===== src/rtl/video_timing_gen.sv =====
// Pixel-clock raster timing generator: x/y counters plus {hsync,vsync,de} and
// line/frame strobes, delayed PIPE_DLY cycles to line up with the pixel pipeline.
module video_timing_gen #(
  parameter int H_ACTIVE = 640,
  parameter int H_FP     = 16,
  parameter int H_SYNC   = 96,
  parameter int H_BP     = 48,
  parameter int V_ACTIVE = 480,
  parameter int V_FP     = 10,
  parameter int V_SYNC   = 2,
  parameter int V_BP     = 33,
  parameter bit H_POL    = 1'b0,
  parameter bit V_POL    = 1'b0,
  parameter int PIPE_DLY = 2,
  parameter int COORD_W  = 14
) (
  input  logic               clk,
  input  logic               reset,
  input  logic               i_enable,
  output logic [COORD_W-1:0] o_x,
  output logic [COORD_W-1:0] o_y,
  output logic [2:0]         o_hvesync,
  output logic               o_line_start,
  output logic               o_frame_start
);

  localparam int H_TOTAL = H_ACTIVE + H_FP + H_SYNC + H_BP;
  localparam int V_TOTAL = V_ACTIVE + V_FP + V_SYNC + V_BP;

  localparam logic [COORD_W-1:0] H_ACT_C  = COORD_W'(H_ACTIVE);
  localparam logic [COORD_W-1:0] HS_START = COORD_W'(H_ACTIVE + H_FP);
  localparam logic [COORD_W-1:0] HS_END   = COORD_W'(H_ACTIVE + H_FP + H_SYNC);
  localparam logic [COORD_W-1:0] H_LAST   = COORD_W'(H_TOTAL - 1);
  localparam logic [COORD_W-1:0] V_ACT_C  = COORD_W'(V_ACTIVE);
  localparam logic [COORD_W-1:0] VS_START = COORD_W'(V_ACTIVE + V_FP);
  localparam logic [COORD_W-1:0] VS_END   = COORD_W'(V_ACTIVE + V_FP + V_SYNC);
  localparam logic [COORD_W-1:0] V_LAST   = COORD_W'(V_TOTAL - 1);

  // Word layout throughout: {hsync, vsync, de, line_start, frame_start}.
  localparam logic [4:0] INACTIVE = {~H_POL, ~V_POL, 3'b000};

  logic [COORD_W-1:0] x_q, y_q;
  logic [COORD_W-1:0] x_nxt, y_nxt;
  logic               run_q;
  logic [4:0]         out_w;

  function automatic logic [4:0] decode(input logic [COORD_W-1:0] x,
                                        input logic [COORD_W-1:0] y,
                                        input logic               run);
    logic hs, vs, de, ls, fs;
    de = (x < H_ACT_C) && (y < V_ACT_C);
    hs = (x >= HS_START && x < HS_END) ? H_POL : ~H_POL;
    vs = (y >= VS_START && y < VS_END) ? V_POL : ~V_POL;
    ls = (x == '0);
    fs = (x == '0) && (y == '0);
    return run ? {hs, vs, de, ls, fs} : INACTIVE;
  endfunction

  // run_q marks that the pixel on x_q/y_q belongs to a running raster. When the
  // raster restarts, (0,0) is held for one cycle so its frame strobe is emitted.
  always_comb begin
    x_nxt = x_q;
    y_nxt = y_q;
    if (!i_enable || !run_q) begin
      x_nxt = '0;
      y_nxt = '0;
    end else if (x_q == H_LAST) begin
      x_nxt = '0;
      y_nxt = (y_q == V_LAST) ? '0 : y_q + COORD_W'(1);
    end else begin
      x_nxt = x_q + COORD_W'(1);
    end
  end

  always_ff @(posedge clk) begin
    if (reset) begin
      x_q   <= '0;
      y_q   <= '0;
      run_q <= i_enable;
    end else begin
      x_q   <= x_nxt;
      y_q   <= y_nxt;
      run_q <= i_enable;
    end
  end

  generate
    if (PIPE_DLY == 0) begin : g_aligned
      // Decode the upcoming pixel so the registered word lines up with o_x/o_y.
      logic [4:0] out_q;
      always_ff @(posedge clk) begin
        if (reset) out_q <= INACTIVE;
        else       out_q <= decode(x_nxt, y_nxt, i_enable);
      end
      assign out_w = out_q;
    end else begin : g_delayed
      logic [4:0] raw_cur;
      logic [4:0] pipe [PIPE_DLY];
      assign raw_cur = decode(x_q, y_q, run_q);
      always_ff @(posedge clk) begin
        if (reset) begin
          for (int i = 0; i < PIPE_DLY; i++) pipe[i] <= INACTIVE;
        end else begin
          pipe[0] <= raw_cur;
          for (int i = 1; i < PIPE_DLY; i++) pipe[i] <= pipe[i-1];
        end
      end
      assign out_w = pipe[PIPE_DLY-1];
    end
  endgenerate

  assign o_x           = x_q;
  assign o_y           = y_q;
  assign o_hvesync     = out_w[4:2];
  assign o_line_start  = out_w[1];
  assign o_frame_start = out_w[0];

endmodule


===== config.mk =====
export PLATFORM = sky130hd
export DESIGN_NAME = video_timing_gen
export DESIGN_NICKNAME = d
export VERILOG_FILES = /design/src/rtl/video_timing_gen.sv
export SDC_FILE = /design/constraint.sdc
export NUM_CORES = 1
export LEC_CHECK = 0
export BUFFER_PORTS_ARGS = -buffer_cell sky130_fd_sc_hd__buf_2
export CAP_MARGIN = 15
export CORE_ASPECT_RATIO = 0.9
export CORE_MARGIN = 2
export CORE_UTILIZATION = 49
export CTS_BUF_LIST = sky130_fd_sc_hd__clkbuf_4 sky130_fd_sc_hd__clkbuf_8 sky130_fd_sc_hd__clkbuf_16
export DETAILED_ROUTE_END_ITERATION = 7
export PLACE_DENSITY = 0.75
export SETUP_SLACK_MARGIN = 0.3
export SYNTH_ARGS = -nofsm -noshare
export SYNTH_HDL_FRONTEND = slang
export SYNTH_SLANG_ARGS = --single-unit
export TNS_END_PERCENT = 50

===== constraint.sdc =====
create_clock -name clk -period 2.1 [get_ports clk]
set_input_delay 0.21 -clock clk [delete_from_list [all_inputs] [get_ports clk]]
set_output_delay 0.21 -clock clk [all_outputs]
set_load 0.01 [all_outputs]

== Word level (Yosys, flattened, before mapping) ==
Memory sizes are Yosys's and may differ from the RTL's.
Index checks and enable logic that the tools add are counted.

* Memory bits (writable): 10
* Output and inout port bits: 33
* Register bits: 29
* Input port bits: 3
* Memories: 1

* Bitwise operators: 2
* Order comparisons: 6
* Equality and inequality tests: 2
* Multiplexer cells: 9
* Add/sub/neg operators: 2
* Reduce and logical (&&, ||, !) cells: 11

{| class="wikitable"
|+ Memories
! memory !! depth !! width !! rd ports !! clocked after memory_dff !! wr ports !! RTL line !! source
|-
| g_delayed.pipe || 2 || 5 || 2 || 0 || 2 || 98 || <nowiki>logic [4:0] pipe [PIPE_DLY];</nowiki>
|}

{| class="wikitable"
|+ Operators by type and width
! cell !! count
|-
| $add A14 B1 Y14 const B || 2
|-
| $eq A14 B10 Y1 const B || 2
|-
| $logic_not A14 Y1 || 2
|-
| $lt A14 B10 Y1 const B || 2
|-
| $lt A14 B9 Y1 const B || 2
|-
| $mux W5 || 3
|-
| $ge A14 B10 Y1 const B || 1
|-
| $ge A14 B9 Y1 const B || 1
|-
| $mux W14 || 1
|-
| $mux W1 || 5
|-
| $logic_and A1 B1 Y1 || 4
|-
| $reduce_or A3 Y1 || 1
|-
| $logic_not A1 Y1 || 2
|-
| $or A1 B1 Y1 || 2
|-
| $reduce_or A2 Y1 || 1
|-
| $logic_or A1 B1 Y1 || 1
|}

== Logic depth before layout (Yosys ltp) ==
Gate-level depths: netlist (run 1).

* Word-level depth: 5
* Mapped depth: 8

== Least setup slack after synthesis (run 1) ==
Ideal clock, no wire load.

* Kind: register to register
* From: register x_q[0] (netlist: o_x[0])
* To: register y_q[12] (netlist: o_y[12])
* Data arrival time: 2.177 ns
* Stages on the path, launching flop included: 7
* Buffers on the path: 1
* Path slack: -0.148 ns
* Required time: 2.030 ns
* Cell sequence: dfxtp_1 ha_1 nand4_1 or4_1 buf_2 or4b_1 a21oi_1

* Cells in the longest elaborated chain, start to end: 1

{| class="wikitable"
|+ Ends and longest elaborated chain
! item !! RTL line !! source
|-
| start: declaration || 42 || <nowiki>logic [COORD_W-1:0] x_q, y_q;</nowiki>
|-
| start signal: assignment || 81 || <nowiki>x_q <= x_nxt;</nowiki>
|-
| $eq A14 B10 Y1 || 67 || <nowiki>end else if (x_q == H_LAST) begin</nowiki>
|-
| end signal: assignment || 82 || <nowiki>y_q <= y_nxt;</nowiki>
|-
| end: declaration || 42 ||
|}

No other way between the ends.
A chain may end at the register's enable or synchronous reset.

== Worst setup path in the final report (run 1) ==
* From: register x_q[12] (netlist: o_x[12])
* To: register y_q[12] (netlist: o_y[12])

Same word-level chain as after synthesis.

==> impl_metrics.tcl, run 1 <==
set metrics [dict create \
    grt_antenna_before_repair 0 \
    cp_slowest_cell "or4_4" \
    row_count 21 \
    synth_seq_cells 39 \
    drt-pass1-iter-count 4 \
    clockBufferDepth 2 \
    dp_hpwl_um 3360 \
    dp_slack_ns -0.00902 \
    cp-end-kind "flip-flop" \
    crit_chain "or4_4 -> or4_4 -> or4b_4 -> a21oi_2" \
    syn_nets 241 \
    critPathMaxStageDelay_ns 0.55 \
    synth_warnings 0 \
    status "finished, final reports clean" \
    detail_route.wl_per_cell_um 14.0 \
    synthCells 234 \
    drive_above_1_share_pct 30.9 \
    p_int_mw 1.01 \
    drtAntennaViolNets 0 \
    portBuffers 35 \
    drc 0 \
    cp.required_ns 2.34 \
    hold_path.class "primary input to flip-flop" \
    whs_ns 0.0570 \
    synth_top_area_share_pct 40.8 \
    maxCapViolations 0 \
    via_per_inst 5.69 \
    setup_slack_ns 0.0267 \
    crit_top_cell "or4_4" \
    die_h_um 63.3 \
    gp_congestion 0.822 \
    cts.sink_count 39 \
    min_period_over_period_pct 98.7 \
    track_usage_pct 21.5 \
    fin_skew_ns 0.00472 \
    io_pins 36 \
    post-synth-top-count-cell "dfxtp_1" \
    synth_async_sr_flop_share_pct 0 \
    crit_family "simple AND/OR/NAND/NOR gates" \
    pwr-share-clk_pct 39.2 \
    ys.flop_type "dfxtp_1" \
    critical_path_class "flip-flop to flip-flop" \
    grt_max_degree 16 \
    setup_viol 0 \
    cp.arrival_ns 2.31 \
    cts_made_buffers 5 \
    p_switching_mw 0.285 \
    hold_viol 0 \
    drv_slew 0 \
    die_area_um2 4420 \
    worstSetupStartpointType "flip-flop" \
    clkTransAtPathRegs_ns 0.08 \
    nFillCells 325 \
    cts-root-buf "clkbuf_8" \
    fmax_ghz 0.482 \
    crit_buf_inv 0 \
    fin_tns_setup_ns 0 \
    vias 1916 \
    diodes 0 \
    tritoncts "done" \
    switching_share_pct 22.1 \
    grt_first_pass_wirelength_um 7590 \
    yosysTopAreaCell "dfxtp_1" \
    wl_um 4720 \
    grt_pass1_vias 1634 \
    p_leak_nw 0.943 \
    vdd_ir_drop_max_v 0.000432 \
    synthTopCellsByArea "dfxtp_1 (41%), nand3_1 (4.7%), nand2_1 (4.3%), nor2_1 (4.3%), xnor2_1 (4.1%)" \
    initial_core_util_pct 51.3 \
    clk_latency_ns 0.29 \
    worst_slew_pin_slew_ns 0.350 \
    cellPowerDensity_nw_per_um2 529 \
    htree_levels 2 \
    drt-initial-drc-count 99 \
    avgSynthCellArea_um2 8.18 \
    synth_edf_count 0 \
    relSlewSlack_pct 76.3 \
    sequentialPowerShare_pct 57.8 \
    area_growth_pct 27.4 \
    ys_types 37 \
    crit_path_max_fanout 4 \
    ys_seq_area_share_pct 40.8 \
    nets 297 \
    core_area_um2 3730 \
    synth.cell_area_um2 1910 \
    ys_top_cells_by_count "dfxtp_1 (39), nand2_1 (22), nor2_1 (22), nand3_1 (18), a21oi_1 (14)" \
    rsz0062_at_grt "true" \
    fp.dieW_um 69.9 \
    total_power_mw 1.29 \
    pwr-share-comb_pct 3.0 \
    gr-total-overflow 0 \
    period_minus_slack_ns 2.07 \
]
flip-flops by register name, indices dropped and copies added, names as in the netlist:
register        count
run_q               1
g_delayed.pipe     10
o_y                14
o_x                14
routing by layer:
metal	wire length, µm	share of wire (%)	track usage [%]
met3	336	7.1	6.72
met5	0	0	0
met2	2080	44	32.6
met1	2280	48	30.2
met4	29	0.61	4.33
what timing repair did:
item                                    4_1_cts  5_1_grt
hold buffers                                  0        0
gates resized for setup                       2        7
setup buffers                                 1        1
pin swaps                                     4        1
endpoints found under the setup margin       30       30
placed cells by master (no fill, tap or decap), drive strengths merged, types with 3 or more instances in the layout:
cell	netlist	final
a21oi	14	14
o21ai	11	11
or2	3	3
dfxtp	39	39
nor2b	5	5
clkbuf	12	6
nor4b	4	4
buf	4	65
or4	6	6
xnor2	9	9
nor4	5	5
nor2	22	22
nor3	7	7
nand4bb	3	3
nand3	18	18
and4	3	3
ha	4	4
and3	4	4
nand4	9	9
nand2	22	22
inv	8	8
or3	4	4
cell type report:
cell class                 instances  area (µm²)  area share (%)
tap                               46        57.6            2.36
inverter                           8        30.0            1.23
sequential                        39         795            32.6
clock inverter                     2        12.5           0.513
clock buffer                       6        76.3            3.13
multi-input combinational        171        1050            43.3
timing repair buffer              65         413            16.9
per-stage QoR:
step	utilization [%]	cell area [µm²]	instances
2_1_floorplan	-	1930	234
3_3_place_gp	61.8	2310	327
3_5_place_dp	61.8	2310	327
4_1_cts	64.7	2410	336
5_1_grt	65.4	2440	337
6_report	65.4	2440	337
power by group through the flow:
| stage | clock (mW) | combinational [mW] | sequential [mW] |
|---|---|---|---|
| after floorplan | 0 | 0.0187 | 0.767 |
| after global placement | 0 | 0.0370 | 0.765 |
| after detailed placement | 0 | 0.0376 | 0.766 |
| after CTS | 0.517 | 0.0385 | 0.748 |
| after global routing | 0.552 | 0.0418 | 0.747 |
| final | 0.505 | 0.0391 | 0.746 |
path summary, 6_finish.rpt:
path                   startpoint                    to  slack [ns]  depth (start not counted)
min reg2reg  g_delayed.pipe[0][3]  g_delayed.pipe[0][8]        0.41                          1
max                       o_x[12]               o_y[12]        0.03                          4
min                      i_enable                 run_q        0.06                          1
max reg2reg               o_x[12]               o_y[12]        0.03                          4
cell families after synthesis:
group / Yosys count / synth area share (%)
compound gates: 32 / 9.35
xor+xnor: 11 / 5.03
fa+ha+maj: 4 / 2.61
buf+inv: 24 / 5.36
flops: 39 / 40.8
simple gates: 124 / 36.9
Power figures use the tool's default switching activity.
==> inputs of run 2 (changes only) <==
--- a/config.mk
+++ b/config.mk
@@ -11,6 +11,7 @@
 export CORE_MARGIN = 2
 export CORE_UTILIZATION = 49
 export CTS_BUF_LIST = sky130_fd_sc_hd__clkbuf_4 sky130_fd_sc_hd__clkbuf_8 sky130_fd_sc_hd__clkbuf_16
+export CTS_CLUSTER_SIZE = 30
 export DETAILED_ROUTE_END_ITERATION = 7
 export PLACE_DENSITY = 0.75
 export SETUP_SLACK_MARGIN = 0.3
==> constraint.sdc (replaced) <==
create_clock -name clk -period 2.1 [get_ports clk]
set_input_delay 0.21 -clock clk [delete_from_list [all_inputs] [get_ports clk]]
set_output_delay 0.21 -clock clk [all_outputs]
set_load 0.05 [all_outputs]
==> impl_metrics.tcl, run 2 (synthesized netlist as in run 1, its figures left out) <==
set metrics [dict create \
    status "finished, final reports clean" \
    critical_path_class "flip-flop to flip-flop" \
    clockBufferDepth 2 \
    crit_family "simple AND/OR/NAND/NOR gates" \
    die_area_um2 4420 \
    crit_chain "or4_4 -> or4_4 -> or4b_1 -> a21oi_1" \
    reg2reg_slack_ns 0.09 \
    dpl-instance-area_um2 2250 \
    hold_viol 0 \
    reg2reg_depth 4 \
    hold_path.class "primary input to flip-flop" \
    vdd_ir_drop_max_v 0.000331 \
    crit_path_max_fanout 4 \
    tritoncts "done" \
    drive_above_1_share_pct 30.9 \
    cellPowerDensity_nw_per_um2 550 \
    fp.dieW_um 69.9 \
    nFillCells 320 \
    detail_route.wl_per_cell_um 14.0 \
    worstSetupStartpointType "flip-flop" \
    clk_latency_ns 0.30 \
    wl_um 4520 \
    whs_ns 0.0434 \
    area_growth_pct 23.5 \
    cts-root-buf "clkbuf_8" \
    fin_tns_setup_ns 0 \
    row_count 21 \
    grt_pass1_vias 1612 \
    min_period_over_period_pct 95.9 \
    nets 284 \
    worstHoldStart "i_enable" \
    cts_hold_buf 0 \
    critPathMaxStageDelay_ns 0.55 \
    maxCapViolations 0 \
    die_h_um 63.3 \
    dp_hpwl_um 3180 \
    via_per_inst 5.68 \
    drc 0 \
    worst_slew_pin_slew_ns 0.471 \
    drt-pass1-iter-count 4 \
    period_minus_slack_ns 2.01 \
    p_leak_nw 0.881 \
    cp_slowest_cell "or4_4" \
    reg2reg_from "o_x[10]" \
    worstReg2RegEnd "o_y[12]" \
    initial_core_util_pct 51.3 \
    relSlewSlack_pct 68.6 \
    cp-end-kind "flip-flop" \
    rsz0062_at_grt "true" \
    total_power_mw 1.30 \
    cts_made_buffers 5 \
    htree_levels 2 \
    io_pins 36 \
    hold_path_depth 1 \
    drv_slew 0 \
    portBuffers 35 \
    crit_top_cell "or4_4" \
    grt_antenna_before_repair 0 \
    gp_congestion 0.869 \
    layout_commonest_cell "buf_2" \
    fmax_ghz 0.497 \
    drtAntennaViolNets 0 \
    diodes 0 \
    core_area_um2 3730 \
    cp.arrival_ns 2.25 \
    gr-total-overflow 0 \
    grt_max_degree 15 \
    cts.sink_count 39 \
    setup_viol 0 \
    grt_first_pass_wirelength_um 7910 \
    mostFrequentLayoutCells "buf_2 (35), dfxtp_1 (23), nor2_1 (22)" \
    cp.required_ns 2.34 \
    crit_buf_inv 0 \
    dp.cells 315 \
    track_usage_pct 22.5 \
    holdPathEnd "run_q" \
    fin_skew_ns 0.00357 \
    drt-initial-drc-count 149 \
    final_area_um2 2360 \
    clkTransAtPathRegs_ns 0.07 \
    vias 1840 \
    stdcell_count 324 \
]
run 2: cell count changes in the layout (fill, tap and decap cells not counted), sizes merged:
cell / delta
buf: -13
run 2: area by class of cell:
cell class | instances | area (µm²) | area share [%]
Clock buffer | 6 | 76.3 | 3.23
Clock inverter | 2 | 12.5 | 0.529
Inverter | 8 | 30.0 | 1.27
Multi-Input combinational cell | 171 | 1060 | 44.7
Sequential cell | 39 | 816 | 34.5
Tap cell | 46 | 57.6 | 2.44
Timing Repair Buffer | 52 | 315 | 13.3
run 2: worst max-delay path by stage:
stage,startpoint,cells after the start,to,slack (ns)
CTS,o_x[12],4,o_y[12],0.09
finish,o_x[10],4,o_y[12],0.09
global placement,o_x[10],4,g_delayed.pipe[0][0],0.08
detailed placement,o_x[10],4,o_y[12],0.03
floorplan,o_x[0],6,o_y[12],-0.10
global route,o_x[11],4,o_y[12],0.06
run 2: worst register-to-register path: cells and delay by family, from the launching register on:
family,cells,cell delay [ns]
DFF,1,0.34
AOI/OAI and AO/OA,1,0.13
and+or+nand+nor,3,1.48
run 2: power breakdown:
group	leakage, nW	switching [mW]	internal (mW)
Sequential	0.326	0.00332	0.739
Clock	0.0446	0.268	0.245
Combinational	0.510	0.0303	0.0139
Total	0.881	0.302	0.998
run 2: per-stage QoR:
stage / util, % / setup WS, ns
after floorplan: - / -0.104
after global placement: 60.3 / 0.0776
after detailed placement: 60.3 / 0.0336
after CTS: 62.9 / 0.0883
after global routing: 63.3 / 0.0556
final: 63.3 / 0.0868
run 2: what timing repair did:
item | in CTS | in global routing
cloned | 0 | 0
buffers inserted | 0 | 1
setup endpoints to repair | 26 | 27
gates resized for setup | 2 | 3
pin swaps | 4 | 2
run 2: per-layer routing:
layer | part of all wire [%] | track usage, % | wire length (µm)
met1 | 49 | 32.2 | 2210
met4 | 1.6 | 8.65 | 72
met5 | 0 | 0 | 0
met3 | 6.0 | 6.88 | 272
met2 | 44 | 31.7 | 1970
